--- config.mk ---
export PLATFORM = sky130hd
export DESIGN_NAME = slow_clk_tracker
export DESIGN_NICKNAME = d
export VERILOG_FILES = /design/src/rtl/clk_track_pkg.sv /design/src/rtl/level_sync.sv /design/src/rtl/slow_clk_tracker.sv
export SDC_FILE = /design/constraint.sdc
export NUM_CORES = 1
export LEC_CHECK = 0
export ABC_AREA = 1
export CORE_MARGIN = 2
export CORE_UTILIZATION = 65
export DETAILED_ROUTE_END_ITERATION = 6
export PLACE_DENSITY = 0.94
export SETUP_SLACK_MARGIN = 0.3
export SLEW_MARGIN = 20
export SYNTH_ARGS = -nofsm -noshare
export SYNTH_HDL_FRONTEND = slang
export SYNTH_SLANG_ARGS = --single-unit
export TNS_END_PERCENT = 5
--- constraint.sdc ---
create_clock -name clk -period 7.4 [get_ports clk]
set_clock_uncertainty 0.1 [all_clocks]
set_input_delay 1.48 -clock clk [delete_from_list [all_inputs] [get_ports clk]]
set_output_delay 1.48 -clock clk [all_outputs]
set_load 0.01 [all_outputs]
--- src/rtl/clk_track_pkg.sv ---
// Shared types and default constants for the slow-clock tracking blocks.
package clk_track_pkg;

  typedef enum logic [1:0] {
    ST_IDLE    = 2'd0,
    ST_MEASURE = 2'd1,
    ST_LOCKED  = 2'd2
  } state_e;

  localparam int DEF_CNT_WIDTH = 27;
  localparam int DEF_TIMEOUT   = 100_000_000;

endpackage

--- src/rtl/level_sync.sv ---
// Brings an asynchronous level into the clk domain and emits registered
// rise/fall pulses plus the combinational edge strobe they are built from.
module level_sync #(
  parameter int SYNC_STAGES = 2,
  parameter bit INIT_LEVEL  = 1'b1
) (
  input  logic clk,
  input  logic rst,
  input  logic level_i,
  output logic edge_o,
  output logic rise_o,
  output logic fall_o
);

  logic [SYNC_STAGES-1:0] sync_q;
  logic [SYNC_STAGES-1:0] sync_d;
  logic                   hist_q;
  logic                   rise_q;
  logic                   fall_q;
  logic                   sync_last;

  assign sync_last = sync_q[SYNC_STAGES-1];
  assign sync_d    = {sync_q[SYNC_STAGES-2:0], level_i};
  assign edge_o    = sync_last ^ hist_q;
  assign rise_o    = rise_q;
  assign fall_o    = fall_q;

  // Synchronizer chain, history flop and registered edge pulses.
  always_ff @(posedge clk) begin
    if (rst) begin
      sync_q <= {SYNC_STAGES{INIT_LEVEL}};
      hist_q <= INIT_LEVEL;
      rise_q <= 1'b0;
      fall_q <= 1'b0;
    end else begin
      sync_q <= sync_d;
      hist_q <= sync_last;
      rise_q <= sync_last & ~hist_q;
      fall_q <= ~sync_last & hist_q;
    end
  end

endmodule

--- src/rtl/slow_clk_tracker.sv ---
// Tracks an external divided clock: edge ticks, half-period measurement,
// lock detection and edge-loss timeout, all in the fast clk domain.
module slow_clk_tracker
  import clk_track_pkg::*;
#(
  parameter int SYNC_STAGES = 2,
  parameter bit INIT_LEVEL  = 1'b1,
  parameter int CNT_WIDTH   = DEF_CNT_WIDTH,
  parameter int TIMEOUT     = DEF_TIMEOUT,
  parameter int TOLERANCE   = 2,
  parameter int LOCK_COUNT  = 4
) (
  input  logic                 clk,
  input  logic                 rst,
  input  logic                 slow_clk,
  output logic                 rise_tick,
  output logic                 fall_tick,
  output logic [CNT_WIDTH-1:0] half_period,
  output logic                 locked,
  output logic                 timeout
);

  localparam int                   MW        = $clog2(LOCK_COUNT + 1);
  localparam logic [CNT_WIDTH-1:0] TIMEOUT_C = CNT_WIDTH'(TIMEOUT);
  localparam logic [CNT_WIDTH-1:0] TOL_C     = CNT_WIDTH'(TOLERANCE);
  localparam logic [CNT_WIDTH-1:0] CNT_ONE   = CNT_WIDTH'(1);
  localparam logic [MW-1:0]        LOCK_C    = MW'(LOCK_COUNT);
  localparam logic [MW-1:0]        MATCH_ONE = MW'(1);

  // Magnitude of the difference without wrap-around.
  function automatic logic [CNT_WIDTH-1:0] abs_diff(input logic [CNT_WIDTH-1:0] a,
                                                    input logic [CNT_WIDTH-1:0] b);
    if (a >= b) begin
      return a - b;
    end else begin
      return b - a;
    end
  endfunction

  logic                 edge_det;
  logic                 in_tol;
  logic [MW-1:0]        match_inc;
  state_e               state_q,   state_d;
  logic [CNT_WIDTH-1:0] counter_q, counter_d;
  logic [CNT_WIDTH-1:0] prev_q,    prev_d;
  logic [CNT_WIDTH-1:0] half_q,    half_d;
  logic [MW-1:0]        match_q,   match_d;
  logic                 locked_q,  locked_d;
  logic                 timeout_q, timeout_d;

  level_sync #(
    .SYNC_STAGES (SYNC_STAGES),
    .INIT_LEVEL  (INIT_LEVEL)
  ) u_level_sync (
    .clk     (clk),
    .rst     (rst),
    .level_i (slow_clk),
    .edge_o  (edge_det),
    .rise_o  (rise_tick),
    .fall_o  (fall_tick)
  );

  // A zero reference means no previous interval is available for comparison.
  assign in_tol    = (prev_q != '0) && (abs_diff(counter_q, prev_q) <= TOL_C);
  assign match_inc = match_q + MATCH_ONE;

  // Interval counter and tracking FSM next-state logic.
  always_comb begin
    state_d   = state_q;
    counter_d = counter_q;
    prev_d    = prev_q;
    half_d    = half_q;
    match_d   = match_q;
    locked_d  = locked_q;
    timeout_d = 1'b0;

    if (edge_det) begin
      counter_d = CNT_ONE;
    end else if (counter_q != TIMEOUT_C) begin
      counter_d = counter_q + CNT_ONE;
    end else begin
      counter_d = counter_q;
    end

    case (state_q)
      ST_IDLE: begin
        if (edge_det) begin
          state_d = ST_MEASURE;
          match_d = '0;
          prev_d  = '0;
        end else begin
          state_d = ST_IDLE;
        end
      end
      ST_MEASURE: begin
        if (edge_det) begin
          half_d = counter_q;
          prev_d = counter_q;
          if (in_tol) begin
            match_d = match_inc;
            if (match_inc == LOCK_C) begin
              state_d  = ST_LOCKED;
              locked_d = 1'b1;
            end else begin
              state_d = ST_MEASURE;
            end
          end else begin
            match_d = '0;
          end
        end else if (counter_q == TIMEOUT_C) begin
          state_d   = ST_IDLE;
          locked_d  = 1'b0;
          timeout_d = 1'b1;
        end else begin
          state_d = ST_MEASURE;
        end
      end
      ST_LOCKED: begin
        if (edge_det) begin
          half_d = counter_q;
          prev_d = counter_q;
          if (!in_tol) begin
            state_d  = ST_MEASURE;
            locked_d = 1'b0;
            match_d  = '0;
          end else begin
            state_d = ST_LOCKED;
          end
        end else if (counter_q == TIMEOUT_C) begin
          state_d   = ST_IDLE;
          locked_d  = 1'b0;
          timeout_d = 1'b1;
        end else begin
          state_d = ST_LOCKED;
        end
      end
      default: begin
        state_d  = ST_IDLE;
        locked_d = 1'b0;
        match_d  = '0;
        prev_d   = '0;
      end
    endcase
  end

  // State and output registers.
  always_ff @(posedge clk) begin
    if (rst) begin
      state_q   <= ST_IDLE;
      counter_q <= CNT_ONE;
      prev_q    <= '0;
      half_q    <= '0;
      match_q   <= '0;
      locked_q  <= 1'b0;
      timeout_q <= 1'b0;
    end else begin
      state_q   <= state_d;
      counter_q <= counter_d;
      prev_q    <= prev_d;
      half_q    <= half_d;
      match_q   <= match_d;
      locked_q  <= locked_d;
      timeout_q <= timeout_d;
    end
  end

  assign half_period = half_q;
  assign locked      = locked_q;
  assign timeout     = timeout_q;

endmodule

Word level (Yosys, flattened, before mapping)
Index checks and enable logic that the tools add are counted.
{"block": "op_classes", "n_addsub": 4, "mul": 0, "n_div": 0, "n_lt_le_gt_ge": 2, "n_eq_ne": 13, "shifts": 0, "n_mux": 27, "n_bitwise": 7, "n_reduce_logical": 10}
{"op": "2-to-1 mux 27 bit", "count": 3}
{"op": "one-hot mux 27 bit (2 select lines)", "count": 1}
{"op": "subtractor 27 bit", "count": 2}
{"op": "adder 27 x 1 -> 27 bit (second input constant)", "count": 1}
{"op": "== test 27 bit (second input constant)", "count": 1}
{"op": ">= comparator 27 bit", "count": 1}
{"op": "less-or-equal comparator 27 x 2 -> 1 bit (second input constant)", "count": 1}
{"op": "inequality test 27 bit (second input constant)", "count": 1}
{"op": "nonzero test 27 bit", "count": 1}
{"op": "2-to-1 mux 3 bit", "count": 5}
{"op": "2-to-1 mux 2 bit", "count": 6}
{"op": "2-to-1 mux 1 bit", "count": 9}
{"op": "inequality test 3 bit (second input constant)", "count": 3}
{"op": "one-hot mux 3 bit (3 select lines)", "count": 1}
{"op": "inequality test 2 bit (second input constant)", "count": 4}
{"op": "AND reduction 4 bit", "count": 2}
{"op": "one-hot mux 2 bit (3 select lines)", "count": 1}
{"op": "NOT 1 bit", "count": 4}
{"op": "AND reduction 2 bit", "count": 2}
{"op": "OR reduction 2 bit", "count": 2}
{"op": "adder 3 x 1 -> 3 bit (second input constant)", "count": 1}
{"op": "== test 3 bit (second input constant)", "count": 1}
{"op": "one-hot mux 1 bit (3 select lines)", "count": 1}
{"op": "OR reduction 3 bit", "count": 1}
{"op": "7 further kinds", "count": 8}
{"block": "totals", "register_bits": 93, "latchBits": 0, "ramBits": 0, "rom_bits": 0, "elab_cells": 74, "mem_count": 0}

Depth between registers and ports, before layout
{"block": "logic_depth", "word_depth": 7, "ltp_mapped": 27}

Hierarchy
From an unflattened synthesis, not the netlist that was laid out.
{"block": "hier_totals", "cells_unflattened": 1400, "hier_area_um2": 8042.7}
{"module": "slow_clk_tracker", "instances": 1, "cells_each": 1380, "area_per_inst_um2": 7868.8, "seq_area_each_um2": 1761.7}
{"module": "level_sync", "instances": 1, "cells_each": 20, "area_per_inst_um2": 173.9, "seq_area_each_um2": 100.1}

Worst setup path after synthesis
OpenSTA, ideal clock, no wires.
{"block": "synth_timing", "kind": "flip-flop to flip-flop", "start": "register counter_q[18]", "end": "register locked_q, in the netlist locked", "setup_time_ps": 129, "t_arrival_ps": 2619, "required_time_ps": 7171, "setup_slack_ps": 4552, "path_stages_with_launch": 23, "n_path_buf": 1, "cell_sequence": "dfxtp_1 -> inv_1 -> ha_1 -> a21o_1 -> nor2_1 -> nand2_1 -> nand2_1 -> nand3_1 -> nor2_4 -> buf_6 -> nand2_1 -> nor2_1 -> nor2_1 -> nor2_1 -> nand3_1 -> nor2_4 -> nand3_4 -> nand2_2 -> nand3_2 -> nand2_1 -> inv_1 -> nor2_1 -> nor2_1"}
{"block": "synth_between", "elab_chain_cells": 6}
{"item": "from (decl)", "line": "slow_clk_tracker.sv:44", "source": "logic [CNT_WIDTH-1:0] counter_q, counter_d;"}
{"item": "from (signal assigned)", "line": "slow_clk_tracker.sv:158", "source": "counter_q <= counter_d;"}
{"item": "subtractor 27 bit, or another cell as far along", "line": "slow_clk_tracker.sv:36", "source": "return b - a;"}
{"item": "2-to-1 mux 27 bit", "line": "slow_clk_tracker.sv:33", "source": "if (a >= b) begin"}
{"item": "less-or-equal comparator 27 x 2 -> 1 bit", "line": "slow_clk_tracker.sv:64", "source": "assign in_tol = (prev_q != '0) && (abs_diff(counter_q, prev_q) <= TOL_C);"}
{"item": "logical AND 1 bit", "line": "slow_clk_tracker.sv:64"}
{"item": "inequality test 3 bit (no line)"}
{"item": "AND reduction 4 bit (no line)"}
{"item": "to (signal assigned)", "line": "slow_clk_tracker.sv:162", "source": "locked_q <= locked_d;"}
{"item": "to (decl)", "line": "slow_clk_tracker.sv:48", "source": "logic locked_q, locked_d;"}
Parallel ways exist; a longest one is shown, timed or not.
A chain may end at the register's enable or synchronous reset.

Worst setup path in the final report
Same ends and word-level chain as after synthesis.

==> results.py <==
metrics = {
    "status": {
        "outcome": "complete, no violations",
    },
    "sta": {
        "fin_crit_ps": 3960,
        "slew_violations": 0,
        "worst_pin_slew_ps": 783,
        "setup_violations": 0,
        "rsz0062_at_grt": "no",
        "tns_ps": 0,
        "fin_crit_sh": 0.535,
        "maxSlewHeadroom": 0.475,
        "setup_slack_ps": 3440,
        "hold_viol_final": 0,
        "max_freq_mhz": 252,
    },
    "logic_synthesis": {
        "synth_ff_type": "dfxtp_1",
        "synth_top_cell_area_share": 0.240,
        "yosysUniqueCellTypes": 41,
        "synth_most_common_cell": "nand2_1",
        "netlist_top_cells_count": "nand2_1, inv_1, a21oi_1",
        "synth_area_leaders": "dfxtp_1, nand2_1, inv_1",
        "syn_inst": 1321,
        "synth_fp_nets": 1389,
        "synth_edf_count": 0,
        "avgSynthCellArea_um2": 5.86,
        "ys_ff_latch": 93,
        "synthesis.area_um2": 7750,
        "synth.largest_area_cell": "dfxtp_1",
        "seq_area_frac_synth": 0.240,
        "yosysWarnings": 0,
        "async_reset_ff_frac": 0,
    },
    "drt": {
        "vias_per_cell": 5.84,
        "drcViolationCount": 0,
        "routedWlPerCell_um": 15.9,
        "wl_um": 23800,
        "drtPass1Iterations": 6,
        "drtIter0Drc": 977,
        "ant_nets": 0,
        "via_count": 8743,
    },
    "worst_setup_path": {
        "reg2reg_slack_ps": 3440,
        "critPathKind": "register to register",
        "critPathCapture": "locked",
        "reg2reg_from": "counter_q[18]",
        "arrival_ps": 4080,
        "crit_required_ps": 7520,
        "crit_path_max_fanout": 22,
        "critPathCaptureType": "register",
        "rr_worst_depth": 21,
        "rr_endpoint": "locked",
        "cp-startpoint": "counter_q[18]",
        "worstSetupStartpointType": "register",
    },
    "clock_network": {
        "cts.htree.levels": 3,
        "cts_root_buf": "clkbuf_16",
        "clk_latency_ps": 350,
        "clk_pin_slew_worst_paths_ps": 70,
        "clkSinkCount": 93,
        "ctsResizeCount": 0,
        "hold_buffers": 0,
        "cts_made_buffers": 9,
        "cts_tree": "yes",
        "clock_path_buffers": 2,
        "post_cts_buffers": 0,
    },
    "power": {
        "vdd_ir_drop_max_mv": 0.292,
        "p_leak_nw": 4.29,
        "power_density_nw_per_um2": 152,
    },
    "place": {
        "place_congestion": 1.11,
        "io_buffers": 33,
        "hpwl_um": 17500,
        "dp_slack_ps": 3690,
    },
    "grt": {
        "grt_pass1_wl_um": 38600,
        "grt_max_degree": 65,
        "grt_pass1_vias": 8081,
        "grt_usage": 0.369,
        "antenna_found_initial": 0,
        "grt-ovfl-total": 0,
    },
    "floorplan": {
        "die-area_um2": 12800,
        "rows": 39,
        "start_util": 0.673,
        "die_x_um": 113,
        "io_pins": 34,
        "die_height_um": 113,
        "core_area_um2": 11500,
    },
    "flow_run": {
        "cap_violations": 0,
    },
    "finish": {
        "drive_gt1_frac": 0.0466,
        "n_fill_cell": 892,
        "multi_input_area_um2": 4940,
        "antenna_cells": 0,
        "seqCellArea_um2": 1860,
        "fin_nets": 1416,
        "area_growth_pct": 9.69,
    },
    "worst_hold_path": {
        "min_path_type": "register to register",
    },
}
[worst max-delay path: stages, from the launching register on]
cell      delay [ps]
dfxtp_1          460
inv_1            120
ha_1             430
a21o_1           220
nor2_1           180
nand2_1          100
nand2_1          130
nand3_1          130
nor2_4           440
nand2_1          140
nand3b_1         120
nand2_1          120
nor2_1           170
nand2_1           80
nor2_2           220
nand3_4          150
nand2_2          110
nand3_2           80
nand2_1          100
inv_1             60
nor2_1           130
nor2_1            50
[sequential cells by signal, summed over array words and instances (netlist names)]
signal / cells
counter_q: 27
half_period: 27
prev_q: 27
match_q: 3
state_q: 2
u_level_sync.sync_q: 2
locked: 1
timeout: 1
u_level_sync.fall_o: 1
u_level_sync.hist_q: 1
u_level_sync.rise_o: 1
[stage by stage]
step                cell area (um^2)  power [mW]  utilization  hold slack [ps]  instances
global placement                8170       0.800        0.710              297       1480
detailed placement              8170       0.805        0.710              308       1480
CTS                             8490        1.28        0.737              347       1496
floorplan                       7750       0.743            -              289       1321
global route                    8500        1.34        0.738              357       1496
finish                          8500        1.29        0.738              341       1496
[final cells by class]
| class | instances | share of cell area |
|---|---|---|
| clock buffers | 9 | 0.0265 |
| inverters | 227 | 0.100 |
| clock inverters | 7 | 0.0109 |
| flip-flops and latches | 93 | 0.219 |
| repair buffers | 36 | 0.0409 |
| multi-input cells | 981 | 0.581 |
| well taps | 143 | 0.0211 |
[placed cells by master, fill, tap and decap left out, types with 24 or more instances in the layout]
cell	synthesis	layout
ha_1	63	63
dfxtp_1	93	93
inv_1	212	212
nor2_1	93	93
nand2_1	491	491
nand4_1	30	30
nor3_1	31	31
nand3_1	69	69
a21oi_1	112	111
clkdlybuf4s50_1	0	32
o21ai_0	24	24
[cells by family after synthesis]
| logic type | after synthesis | share of synthesized area |
|---|---|---|
| AOI/OAI and AO/OA | 154 | 0.106 |
| xor gates and xnor gates | 11 | 0.0124 |
| adders and majority gates | 65 | 0.107 |
| buffers and inverters | 247 | 0.124 |
| DFF | 93 | 0.240 |
| and+or+nand+nor | 751 | 0.411 |
[worst min path at each step]
| stage | start | endpoint | slack (ps) | cells after the start |
|---|---|---|---|---|
| after floorplan | u_level_sync.sync_q[0] | u_level_sync.sync_q[1] | 290 | 1 |
| after global placement | u_level_sync.sync_q[0] | u_level_sync.sync_q[1] | 300 | 1 |
| after detailed placement | u_level_sync.sync_q[0] | u_level_sync.sync_q[1] | 310 | 1 |
| after CTS | u_level_sync.sync_q[0] | u_level_sync.sync_q[1] | 350 | 1 |
| after global routing | u_level_sync.sync_q[0] | u_level_sync.sync_q[1] | 360 | 1 |
| final | u_level_sync.sync_q[0] | u_level_sync.sync_q[1] | 340 | 1 |
[per-layer routing]
| layer | up-vias | share of wire | track usage |
|---|---|---|---|
| met5 | - | 0 | 0 |
| met4 | 0 | 0.046 | 0.154 |
| met3 | 105 | 0.093 | 0.0477 |
| met2 | 553 | 0.44 | 0.596 |
| met1 | 3906 | 0.42 | 0.500 |
| li1 | 4179 | - | - |
[power breakdown]
group          switching [mW]  total (mW)  internal [mW]
clock                   0.213       0.483          0.271
combinational           0.204       0.295         0.0911
sequential            0.00677       0.512          0.506
(Power assumes the default switching activity.)
